`src/rtl/ili9341_sequencer_pkg.sv`:
```
`default_nettype none
// ============================================================================
//  Module      : ili9341_sequencer_pkg
//  Description : Shared constants and types for the ILI9341 display sequencer:
//                logic levels, command-array select codes, default panel
//                geometry and the sequencer state encoding.
//  Revision    : 1.0  initial release
// ============================================================================
package ili9341_sequencer_pkg;

  localparam logic HIGH = 1'b1;
  localparam logic LOW  = 1'b0;

  // Command-array select driven to the sender
  localparam logic INI_COMMS  = 1'b0;
  localparam logic LOOP_COMMS = 1'b1;

  // Default panel geometry (portrait 240x320)
  localparam int H_RES_DEF = 240;
  localparam int V_RES_DEF = 320;

  typedef enum logic [2:0] {
    IDLE      = 3'd0,
    HWRST     = 3'd1,
    HWWAIT    = 3'd2,
    INIT      = 3'd3,
    SETTLE    = 3'd4,
    WINDOW    = 3'd5,
    PIXELS    = 3'd6,
    FRAME_END = 3'd7
  } seq_state_t;

endpackage
`default_nettype wire

```
`src/rtl/ili9341_sequencer_if.sv`:
```
`default_nettype none
// ============================================================================
//  Module      : ili9341_sequencer_if
//  Description : Handshake bundle between the sequencer and the command-array
//                sender / pixel byte streamer.
//                  cmd_ena  : one-cycle start pulse for the command sender
//                  cmd_sel  : INI_COMMS / LOOP_COMMS array select
//                  cmd_done : one-cycle pulse, array fully sent
//                  pix_ena  : level, pixel streamer may transmit
//                  pix_sent : one-cycle pulse per pixel byte sent on SPI
//  Revision    : 1.0  initial release
// ============================================================================
interface ili9341_sequencer_if;

  logic cmd_ena;
  logic cmd_sel;
  logic cmd_done;
  logic pix_ena;
  logic pix_sent;

  // Sequencer side
  modport master (
    output cmd_ena,
    output cmd_sel,
    output pix_ena,
    input  cmd_done,
    input  pix_sent
  );

  // Sender / streamer side
  modport slave (
    input  cmd_ena,
    input  cmd_sel,
    input  pix_ena,
    output cmd_done,
    output pix_sent
  );

endinterface
`default_nettype wire

```
`src/rtl/ili9341_sequencer_delay.sv`:
```
`default_nettype none
// ============================================================================
//  Module      : sequencer_delay
//  Description : Down-counting delay timer shared by the fixed-length states.
//                Load N-1 on state entry; o_expired is high in the N-th cycle.
//  Ports       : clk, rst        clock / sync active-high reset
//                i_load          load i_load_val (takes priority)
//                i_load_val      terminal count minus one
//                i_en            count down while nonzero
//                o_expired       count has reached zero
//  Revision    : 1.0  initial release
// ============================================================================
module sequencer_delay #(
  parameter int WIDTH = 8
) (
  input  wire logic             clk,
  input  wire logic             rst,
  input  wire logic             i_load,
  input  wire logic [WIDTH-1:0] i_load_val,
  input  wire logic             i_en,
  output logic                  o_expired
);

  logic [WIDTH-1:0] r_cnt;

  always_ff @(posedge clk) begin
    if (rst) begin
      r_cnt <= '0;
    end else if (i_load) begin
      r_cnt <= i_load_val;
    end else if (i_en && (r_cnt != '0)) begin
      r_cnt <= r_cnt - 1'b1;
    end
  end

  assign o_expired = (r_cnt == '0);

endmodule
`default_nettype wire

```
`src/rtl/ili9341_sequencer.sv`:
```
`default_nettype none
// ============================================================================
//  Module      : ili9341_sequencer
//  Description : Power-up and frame sequencer for the ILI9341 SPI display.
//                Hardware reset pulse -> post-reset wait -> init array ->
//                settle -> repeat { window array, one frame of pixel bytes }.
//  Ports       : clk, rst        clock / sync active-high reset
//                i_start         start power-up from IDLE
//                i_stop          halt request, honoured at a frame boundary
//                bus (master)    command sender / pixel streamer handshake
//                o_lcd_rst_n     display hardware reset, active-low
//                o_frame_done    one-cycle pulse after the last frame byte
//                o_init_done     init sequence complete
//                o_busy          any state other than IDLE
//  Revision    : 1.0  initial release
// ============================================================================
module ili9341_sequencer
  import ili9341_sequencer_pkg::*;
#(
  parameter int RST_CYC   = 1000,
  parameter int RST_WAIT  = 12000000,
  parameter int INIT_WAIT = 12000000,
  parameter int H_RES     = H_RES_DEF,
  parameter int V_RES     = V_RES_DEF,
  parameter int BPP_BYTES = 2
) (
  input  wire logic               clk,
  input  wire logic               rst,
  input  wire logic               i_start,
  input  wire logic               i_stop,
  ili9341_sequencer_if.master     bus,
  output logic                    o_lcd_rst_n,
  output logic                    o_frame_done,
  output logic                    o_init_done,
  output logic                    o_busy
);

  localparam int c_TOTAL   = H_RES * V_RES * BPP_BYTES;
  localparam int c_BW      = $clog2(c_TOTAL + 1);
  localparam int c_DLY_MAX = (RST_CYC > RST_WAIT)
                             ? ((RST_CYC > INIT_WAIT) ? RST_CYC : INIT_WAIT)
                             : ((RST_WAIT > INIT_WAIT) ? RST_WAIT : INIT_WAIT);
  localparam int c_DW      = $clog2(c_DLY_MAX + 1);

  seq_state_t        r_state;
  seq_state_t        w_next;
  logic              w_entry;
  logic [c_BW-1:0]   r_bytes;
  logic              r_stop;

  logic              r_cmd_ena;
  logic              r_cmd_sel;
  logic              r_pix_ena;

  logic              w_dly_load;
  logic              w_dly_en;
  logic [c_DW-1:0]   w_dly_val;
  logic              w_dly_expired;

  // --------------------------------------------------------------------------
  // Delay timer for HWRST / HWWAIT / SETTLE
  // --------------------------------------------------------------------------
  sequencer_delay #(
    .WIDTH (c_DW)
  ) u_delay (
    .clk        (clk),
    .rst        (rst),
    .i_load     (w_dly_load),
    .i_load_val (w_dly_val),
    .i_en       (w_dly_en),
    .o_expired  (w_dly_expired)
  );

  // --------------------------------------------------------------------------
  // Next-state logic
  // --------------------------------------------------------------------------
  always_comb begin
    w_next     = r_state;
    w_dly_load = 1'b0;
    w_dly_val  = '0;
    w_dly_en   = 1'b0;

    case (r_state)
      IDLE:      if (i_start)       w_next = HWRST;
      HWRST:     if (w_dly_expired) w_next = HWWAIT;
      HWWAIT:    if (w_dly_expired) w_next = INIT;
      INIT:      if (bus.cmd_done)  w_next = SETTLE;
      SETTLE:    if (w_dly_expired) w_next = WINDOW;
      WINDOW:    if (bus.cmd_done)  w_next = PIXELS;
      // Leave on the pulse that consumes the final byte
      PIXELS:    if (bus.pix_sent && (r_bytes == c_BW'(1))) w_next = FRAME_END;
      // A stop arriving in this very cycle still counts at this boundary
      FRAME_END: w_next = (r_stop || i_stop) ? IDLE : WINDOW;
      default:   w_next = IDLE;
    endcase

    w_entry = (w_next != r_state);

    // Delay states load N-1 on entry so they last exactly N cycles
    case (w_next)
      HWRST:   w_dly_val = c_DW'(RST_CYC - 1);
      HWWAIT:  w_dly_val = c_DW'(RST_WAIT - 1);
      SETTLE:  w_dly_val = c_DW'(INIT_WAIT - 1);
      default: w_dly_val = '0;
    endcase
    w_dly_load = w_entry && ((w_next == HWRST) || (w_next == HWWAIT) || (w_next == SETTLE));
    w_dly_en   = (r_state == HWRST) || (r_state == HWWAIT) || (r_state == SETTLE);
  end

  // --------------------------------------------------------------------------
  // State register
  // --------------------------------------------------------------------------
  always_ff @(posedge clk) begin
    if (rst) begin
      r_state <= IDLE;
    end else begin
      r_state <= w_next;
    end
  end

  // --------------------------------------------------------------------------
  // Registered outputs, byte counter and stop latch. Outputs are derived from
  // the state being entered so they line up with the state register.
  // --------------------------------------------------------------------------
  always_ff @(posedge clk) begin
    if (rst) begin
      o_lcd_rst_n  <= HIGH;
      r_cmd_ena    <= LOW;
      r_cmd_sel    <= INI_COMMS;
      r_pix_ena    <= LOW;
      o_frame_done <= LOW;
      o_init_done  <= LOW;
      o_busy       <= LOW;
      r_bytes      <= '0;
      r_stop       <= LOW;
    end else begin
      o_lcd_rst_n  <= (w_next != HWRST);
      r_cmd_ena    <= w_entry && ((w_next == INIT) || (w_next == WINDOW));
      r_cmd_sel    <= ((w_next == WINDOW) || (w_next == PIXELS) || (w_next == FRAME_END))
                      ? LOOP_COMMS : INI_COMMS;
      r_pix_ena    <= (w_next == PIXELS);
      o_frame_done <= (w_next == FRAME_END);
      o_busy       <= (w_next != IDLE);

      if (w_next == IDLE) begin
        o_init_done <= LOW;
      end else if ((r_state == SETTLE) && (w_next == WINDOW)) begin
        o_init_done <= HIGH;
      end

      if (w_next == IDLE) begin
        r_stop <= LOW;
      end else if (i_stop && (r_state != IDLE)) begin
        r_stop <= HIGH;
      end

      if (w_entry && (w_next == PIXELS)) begin
        r_bytes <= c_BW'(c_TOTAL);
      end else if ((r_state == PIXELS) && bus.pix_sent) begin
        r_bytes <= r_bytes - 1'b1;
      end
    end
  end

  assign bus.cmd_ena = r_cmd_ena;
  assign bus.cmd_sel = r_cmd_sel;
  assign bus.pix_ena = r_pix_ena;

endmodule
`default_nettype wire

```
`src/flat_wrapper.sv`:
```
// flat-port wrapper written by rule: the top's interface ports become plain ports
module ili9341_sequencer_flat import ili9341_sequencer_pkg::*;
#(
  parameter int RST_CYC   = 1000,
  parameter int RST_WAIT  = 12000000,
  parameter int INIT_WAIT = 12000000,
  parameter int H_RES     = H_RES_DEF,
  parameter int V_RES     = V_RES_DEF,
  parameter int BPP_BYTES = 2
)
  (clk, rst, i_start, i_stop, o_lcd_rst_n, o_frame_done, o_init_done, o_busy, bus_cmd_ena, bus_cmd_sel, bus_pix_ena, bus_cmd_done, bus_pix_sent);
  ili9341_sequencer_if bus_i ();
  input  wire logic clk;
  input  wire logic rst;
  input  wire logic i_start;
  input  wire logic i_stop;
  output logic o_lcd_rst_n;
  output logic o_frame_done;
  output logic o_init_done;
  output logic o_busy;
  output wire logic [$bits(bus_i.cmd_ena)-1:0] bus_cmd_ena;
  output wire logic [$bits(bus_i.cmd_sel)-1:0] bus_cmd_sel;
  output wire logic [$bits(bus_i.pix_ena)-1:0] bus_pix_ena;
  input wire logic [$bits(bus_i.cmd_done)-1:0] bus_cmd_done;
  input wire logic [$bits(bus_i.pix_sent)-1:0] bus_pix_sent;
  assign bus_cmd_ena = bus_i.cmd_ena;
  assign bus_cmd_sel = bus_i.cmd_sel;
  assign bus_pix_ena = bus_i.pix_ena;
  assign bus_i.cmd_done = bus_cmd_done;
  assign bus_i.pix_sent = bus_pix_sent;
  ili9341_sequencer #(.RST_CYC(RST_CYC), .RST_WAIT(RST_WAIT), .INIT_WAIT(INIT_WAIT), .H_RES(H_RES), .V_RES(V_RES), .BPP_BYTES(BPP_BYTES)) u_core (.clk(clk), .rst(rst), .i_start(i_start), .i_stop(i_stop), .bus(bus_i), .o_lcd_rst_n(o_lcd_rst_n), .o_frame_done(o_frame_done), .o_init_done(o_init_done), .o_busy(o_busy));
endmodule
```
`config.mk`:
```
export PLATFORM = sky130hd
export DESIGN_NAME = ili9341_sequencer_flat
export DESIGN_NICKNAME = d
export VERILOG_FILES = /design/src/rtl/ili9341_sequencer_pkg.sv /design/src/rtl/ili9341_sequencer_if.sv /design/src/rtl/ili9341_sequencer_delay.sv /design/src/rtl/ili9341_sequencer.sv /design/src/flat_wrapper.sv
export SDC_FILE = /design/constraint.sdc
export NUM_CORES = 1
export LEC_CHECK = 0
export BUFFER_PORTS_ARGS = -buffer_cell sky130_fd_sc_hd__buf_2
export CELL_PAD_IN_SITES_DETAIL_PLACEMENT = 0
export CELL_PAD_IN_SITES_GLOBAL_PLACEMENT = 1
export CORE_UTILIZATION = 25
export DETAILED_ROUTE_END_ITERATION = 16
export GPL_ROUTABILITY_DRIVEN = 0
export PLACE_DENSITY_LB_ADDON = 0.1
export SLEW_MARGIN = 10
export SYNTH_ARGS = -nofsm -noshare
export SYNTH_HDL_FRONTEND = slang
export SYNTH_HIERARCHICAL = 1
export SYNTH_SLANG_ARGS = --single-unit
export TNS_END_PERCENT = 50
```
`constraint.sdc`:
```
create_clock -name clk -period 7.04 [get_ports clk]
set_input_delay 1.056 -clock clk [delete_from_list [all_inputs] [get_ports clk]]
set_output_delay 1.056 -clock clk [all_outputs]
set_load 0.01 [all_outputs]
```
==> flow_metrics.env, run 1 <==
export IMPL_status="complete, but fails checks"
export IMPL_violations="DRC"
export IMPL_clk_latency_ns=0.30
export IMPL_numCtsBuffers=5
export IMPL_synthTopCellsByArea="dfxtp_1, xnor2_1, nor2_1"
export IMPL_cts_buffer_depth=2
export IMPL_highest_layer="met4"
export IMPL_ff2ff_setup_slack_ns=2.63
export IMPL_synth_main_ff_cell="dfxtp_1"
export IMPL_synth_area_leader_cell="dfxtp_1"
export IMPL_hold_violations=0
export IMPL_grt_max_degree=42
export IMPL_leakage_nw=1.128
export IMPL_yosysMostFrequentCell="dfxtp_1"
export IMPL_fp_dieArea_um2=12330
export IMPL_drive_gt1_share_pct=11.61
export IMPL_crit_end="u_core/u_delay/r_cnt[5]"
export IMPL_fin_crit_ns=4.414
export IMPL_start_kind="flop"
export IMPL_placedCellCount=488
export IMPL_numClockSinks=53
export IMPL_via_per_inst=4.940
export IMPL_antennaDiodeCount=0
export IMPL_grt_remaining_overflow=0
export IMPL_timing_rr_start="u_core/u_delay/r_cnt[16]"
export IMPL_coreArea_um2=11520
export IMPL_critPathCaptureType="flop"
export IMPL_max_freq_mhz=226.6
export IMPL_ir_drop_v=0.00008963
export IMPL_ff2ff_path_depth=12
export IMPL_drv_cap=0
export IMPL_ant_nets=0
export IMPL_min_path_type="flop to flop"
export IMPL_ioPinCount=13
export IMPL_setup_tns_ns=0
export IMPL_worst_pin_slew_ns=1.149
export IMPL_critical_path_max_stage_delay_ns=0.73
export IMPL_grt_pass1_vias=2459
export IMPL_synth_sequential_area_ratio_pct=35.71
export IMPL_totalWireLength_um=7302
export IMPL_syn_avg_cell_area_um2=8.588
export IMPL_rows=39
export IMPL_wl_met1_um=3624
export IMPL_crit_cells=12
export IMPL_hold_slack_ns=0.5022
export IMPL_routed_wl_met3_um=184
export IMPL_area_growth_pct=11.24
export IMPL_crit_arrival_ns=4.61
export IMPL_postCtsHoldBufs=0
export IMPL_die_x_um=111.0
export IMPL_slowest_stage="nor3_1"
export IMPL_syn_inst=346
export IMPL_cpMostUsedCell="nor3_1"
export IMPL_synth_distinct_cells=54
export IMPL_crit_family="simple AND/OR/NAND/NOR gates"
export IMPL_finalCritPeriodShare_pct=62.69
export IMPL_rr_endpoint="u_core/u_delay/r_cnt[5]"
export IMPL_p_per_area_nw_per_um2=221.1
export IMPL_syn_area_um2=2972
export IMPL_antenna_found_initial=0
export IMPL_synth_async_sr_flop_share_pct=0
export IMPL_wl_per_cell_um=14.72
export IMPL_route_met2_wl_um=3414
export IMPL_htree_num_levels=2
export IMPL_critPathBufInv=2
export IMPL_required_ns=7.24
export IMPL_final_nets=362
export IMPL_cts_resized_gates=0
export IMPL_ys_warn_count=6
export IMPL_track_usage_pct=12.74
export IMPL_crit_chain="nor4_1, nand4_2, nor3_1, nor3_1, a221oi_1, o211ai_2, or3_1, o22ai_1, buf_4, inv_1, and4_1, a2111oi_2"
export IMPL_grt_pass1_wl_um=12650
export IMPL_cts_clk_slew_worst_paths_ns=0.08
export IMPL_setup_viol=0
export IMPL_crit_type="flop to flop"
export IMPL_start_util_pct=25.80
export IMPL_final_setup_skew_ns=0.008223
export IMPL_crit_start="u_core/u_delay/r_cnt[16]"
export IMPL_finalNonFillerCells=496
export IMPL_rsz0062_at_grt="false"
export IMPL_dp_hpwl_um=4959
export IMPL_ys_top_cells_by_count="dfxtp_1, nor2_1, xnor2_1"
export IMPL_dr_total_vias=2450
export IMPL_clock_root_buffer="clkbuf_16"
export IMPL_finalPower_w=0.0007307
export IMPL_cp_max_fo=41
export IMPL_drc=2
export IMPL_relSlewSlack_pct=23.33
export IMPL_post_cts_buffers=0
export IMPL_drtIter0Drc=141
export IMPL_slew_violations=0
export IMPL_synth_top_area_share_pct=35.71
export IMPL_cts_tree="built"
export IMPL_die_y_um=111.0
export IMPL_io_buffers=12
export IMPL_synth_edf_count=0
export IMPL_ys_ff_latch=53
export IMPL_drtPass1Iterations=12
-- cells by family after synthesis --
group                    after synthesis  synth area share (%)
other                                  1                0.1262
AO/OA/AOI/OAI                         81                 20.04
multiplexers                           1                0.3369
adder cells (fa/ha/maj)                4                 1.684
flip-flops                            53                 35.71
XOR/XNOR                              35                 10.32
buffers and inverters                 32                 4.421
AND/OR/NAND/NOR                      139                 27.37
-- layout make-up --
type	count	area (um^2)
Fill cell	1249	8210
Multi-Input combinational cell	266	1798
Sequential cell	53	1061
Tap cell	143	178.9
Clock buffer	5	125.1
Timing Repair Buffer	13	67.56
Inverter	13	48.80
Clock inverter	3	26.28
-- sequential cells by signal, summed over array words and instances (netlist names) --
| register | flops |
|---|---|
| u_core/u_delay/r_cnt | 24 |
| u_core/r_bytes | 18 |
| u_core/r_state | 3 |
| u_core/bus.cmd_ena | 1 |
| u_core/bus.cmd_sel | 1 |
| u_core/bus.pix_ena | 1 |
| u_core/o_busy | 1 |
| u_core/o_frame_done | 1 |
| u_core/o_init_done | 1 |
| u_core/o_lcd_rst_n | 1 |
| u_core/r_stop | 1 |
-- worst min path at each step --
stage / start / end / slack, ns / cells past startpoint
after global routing: u_core/r_bytes[0] / u_core/r_bytes[0] / 0.53 / 2
after global placement: u_core/r_bytes[0] / u_core/r_bytes[0] / 0.48 / 2
after CTS: u_core/r_bytes[0] / u_core/r_bytes[0] / 0.50 / 2
after detailed placement: u_core/r_bytes[0] / u_core/r_bytes[0] / 0.49 / 2
after floorplan: u_core/r_bytes[0] / u_core/r_bytes[0] / 0.46 / 2
final: u_core/r_bytes[0] / u_core/r_bytes[0] / 0.50 / 2
-- worst min-delay path: stages (launching register included) --
cell and delay [ns]:
dfxtp_1 0.34, nand2_1 0.06, a21oi_1 0.05
-- routing by layer --
metal | GRT usage [%] | vias up
met2 | 21.26 | 26
li1 | - | 1274
met5 | 0 | -
met3 | 2.351 | 7
met4 | 3.784 | 0
met1 | 16.69 | 1143
-- layout by cell type (no fill, tap or decap), types with 3 or more instances in the layout --
cell type	netlist	routed
dfxtp_1	53	53
nor2_1	48	48
xnor2_1	28	28
a211oi_1	22	22
a21oi_1	18	18
nand2_1	17	17
inv_1	13	13
buf_2	0	12
or3_1	11	11
nor3_1	10	10
o21ai_0	8	8
or4_1	7	7
xor2_1	7	7
nor4_1	6	6
conb_1	1	6
clkbuf_16	0	5
nand3_1	5	5
a2111oi_2	5	5
o21bai_1	5	5
nand2b_1	4	4
ha_1	4	4
or4_4	3	3
nor2b_1	3	3
o22ai_1	3	3
nor4_4	3	3
and4_1	3	3
a311oi_1	3	3
-- per-stage QoR --
stage | cell area, um^2 | worst slack (ns) | utilization, %
2_1_floorplan | 2990 | 3.815 | -
3_3_place_gp | 3154 | 2.808 | 27.39
3_5_place_dp | 3154 | 2.629 | 27.39
4_1_cts | 3306 | 2.581 | 28.70
5_1_grt | 3306 | 2.179 | 28.70
6_report | 3306 | 2.626 | 28.70
-- power breakdown --
part           leakage (nW)  switching [W]  internal, W
clock network        0.0680       0.000126     0.000135
registers             0.433      0.0000225     0.000316
logic                 0.627      0.0000826    0.0000493
total                  1.13       0.000231     0.000500
Note: power is estimated with default switching activity, not from simulation.
==> run 2: changes to the inputs <==
==> constraint.sdc (replaced) <==
create_clock -name clk -period 3.8 [get_ports clk]
set_input_delay 0.57 -clock clk [delete_from_list [all_inputs] [get_ports clk]]
set_output_delay 0.57 -clock clk [all_outputs]
set_load 0.01 [all_outputs]
==> run 2 against run 1 <==
The run still ends with DRC left. Critical path type unchanged. Sequential power is 86% higher. Worst setup slack worse by 2.4 ns. Combinational power is 89% higher.
==> flow_metrics.env, run 2 (synthesized netlist as in run 1, its figures left out) <==
export IMPL_status="complete, but fails checks"
export IMPL_violations="DRC"
export IMPL_finalCritPeriodShare_pct=92.92
export IMPL_grt_pass1_wl_um=12680
export IMPL_dr_total_vias=2480
export IMPL_cts_tree="built"
export IMPL_largest_reg_flops=24
export IMPL_cts_buffer_depth=2
export IMPL_clk_latency_ns=0.30
export IMPL_post_route_util_pct=29.37
export IMPL_start_kind="flop"
export IMPL_final_nets=369
export IMPL_via_per_inst=4.930
export IMPL_crit_arrival_ns=3.73
export IMPL_grt_remaining_overflow=0
export IMPL_slew_violations=0
export IMPL_drtIter0Drc=119
export IMPL_final_setup_skew_ns=0.008880
export IMPL_ioPinCount=13
export IMPL_max_freq_mhz=283.2
export IMPL_post_route_cell_area_um2=3382
export IMPL_critPathCaptureType="flop"
export IMPL_crit_type="flop to flop"
export IMPL_leakage_nw=1.179
export IMPL_track_usage_pct=13.04
export IMPL_layout_common_cells="dfxtp_1, nor2_1, xnor2_1"
export IMPL_top_register="u_core/u_delay/r_cnt"
export IMPL_drtPass1Iterations=10
export IMPL_htree_num_levels=2
export IMPL_io_buffers=12
export IMPL_fillers=1250
export IMPL_worst_pin_slew_ns=0.8954
export IMPL_critPathBufInv=3
export IMPL_fp_dieArea_um2=12330
export IMPL_grt_max_degree=42
export IMPL_relSlewSlack_pct=40.27
export IMPL_clock_root_buffer="clkbuf_16"
export IMPL_numClockSinks=53
export IMPL_fin_crit_ns=3.531
export IMPL_ir_drop_v=0.0001624
export IMPL_critical_path_max_stage_delay_ns=0.44
export IMPL_grt_pass1_vias=2446
export IMPL_drive_gt1_share_pct=13.61
export IMPL_final_common_cell="dfxtp_1"
export IMPL_numCtsBuffers=5
export IMPL_setup_tns_ns=0
export IMPL_drc=2
export IMPL_required_ns=4.00
export IMPL_rows=39
export IMPL_postCtsHoldBufs=0
export IMPL_post_cts_buffers=0
export IMPL_cp_max_fo=28
export IMPL_finalPower_w=0.001417
export IMPL_cts_clk_slew_worst_paths_ns=0.07
export IMPL_die_y_um=111.0
export IMPL_dp_hpwl_um=5237
export IMPL_placedCellCount=495
export IMPL_reg_largest_list="u_core/u_delay/r_cnt (24), u_core/r_bytes (18), u_core/r_state (3)"
export IMPL_layout_area_seq_um2=1061
export IMPL_antenna_found_initial=0
export IMPL_ant_nets=0
export IMPL_coreArea_um2=11520
export IMPL_antennaDiodeCount=0
export IMPL_die_x_um=111.0
export IMPL_p_per_area_nw_per_um2=419.1
export IMPL_cts_resized_gates=0
export IMPL_slowest_stage="or3_1"
export IMPL_totalWireLength_um=7580
export IMPL_setup_viol=0
export IMPL_crit_family="simple AND/OR/NAND/NOR gates"
export IMPL_drv_cap=0
export IMPL_multi_input_area_um2=1804
export IMPL_wl_per_cell_um=15.07
export IMPL_rsz0062_at_grt="false"
export IMPL_crit_chain="nor4_4, nand4_2, nor3_1, buf_4, nor3_1, a221oi_1, o211ai_2, or3_1, o22ai_1, inv_1, buf_4, and4_1, a2111oi_2"
export IMPL_finalNonFillerCells=503
export IMPL_area_growth_pct=13.81
export IMPL_min_path_type="flop to flop"
export IMPL_hold_violations=0
export IMPL_start_util_pct=25.80
export IMPL_place_area_um2=3207
[run 2: worst reg2reg max path, delay by kind of cell (launching register included)]
kind / cells / cell delay (ns)
simple gates: 6 / 1.63
compound gates: 4 / 0.93
buf+inv: 3 / 0.49
flops: 1 / 0.38
[run 2: worst paths after layout]
check                                         startpoint                       to  slack, ns  cells past startpoint
worst min register to register         u_core/r_bytes[0]        u_core/r_bytes[0]       0.50                      2
worst min-delay path                   u_core/r_bytes[0]        u_core/r_bytes[0]       0.50                      2
worst max-delay path            u_core/u_delay/r_cnt[11]  u_core/u_delay/r_cnt[5]       0.27                     13
worst max register to register  u_core/u_delay/r_cnt[11]  u_core/u_delay/r_cnt[5]       0.27                     13
[run 2: through the flow]
stage	setup WS [ns]	hold WS (ns)
floorplan	0.5753	0.4622
finish	0.2689	0.4950
global route	0.006213	0.5568
CTS	0.2455	0.4973
global placement	0.4581	0.4810
detailed placement	0.3106	0.4893
[run 2: cell type report]
class / count / share of cell area [%]
inverters: 13 / 1.443
well taps: 143 / 5.290
repair buffers: 20 / 3.552
multi-input cells: 266 / 53.35
clock buffers: 5 / 3.700
clock inverters: 3 / 1.295
flip-flops and latches: 53 / 31.37
[run 2: metal layers]
metal / up-vias / track usage, % / part of all wire, %
met3: 10 / 2.898 / 2.2
met4: 0 / 5.495 / 1.8
met5: - / 0 / 0
li1: 1284 / - / -
met1: 1165 / 16.36 / 49
met2: 21 / 21.51 / 47
[run 2: report_power, final]
part           switching, W  internal, W
Clock              0.000227     0.000313
Combinational      0.000153    0.0000966
Sequential        0.0000432     0.000585
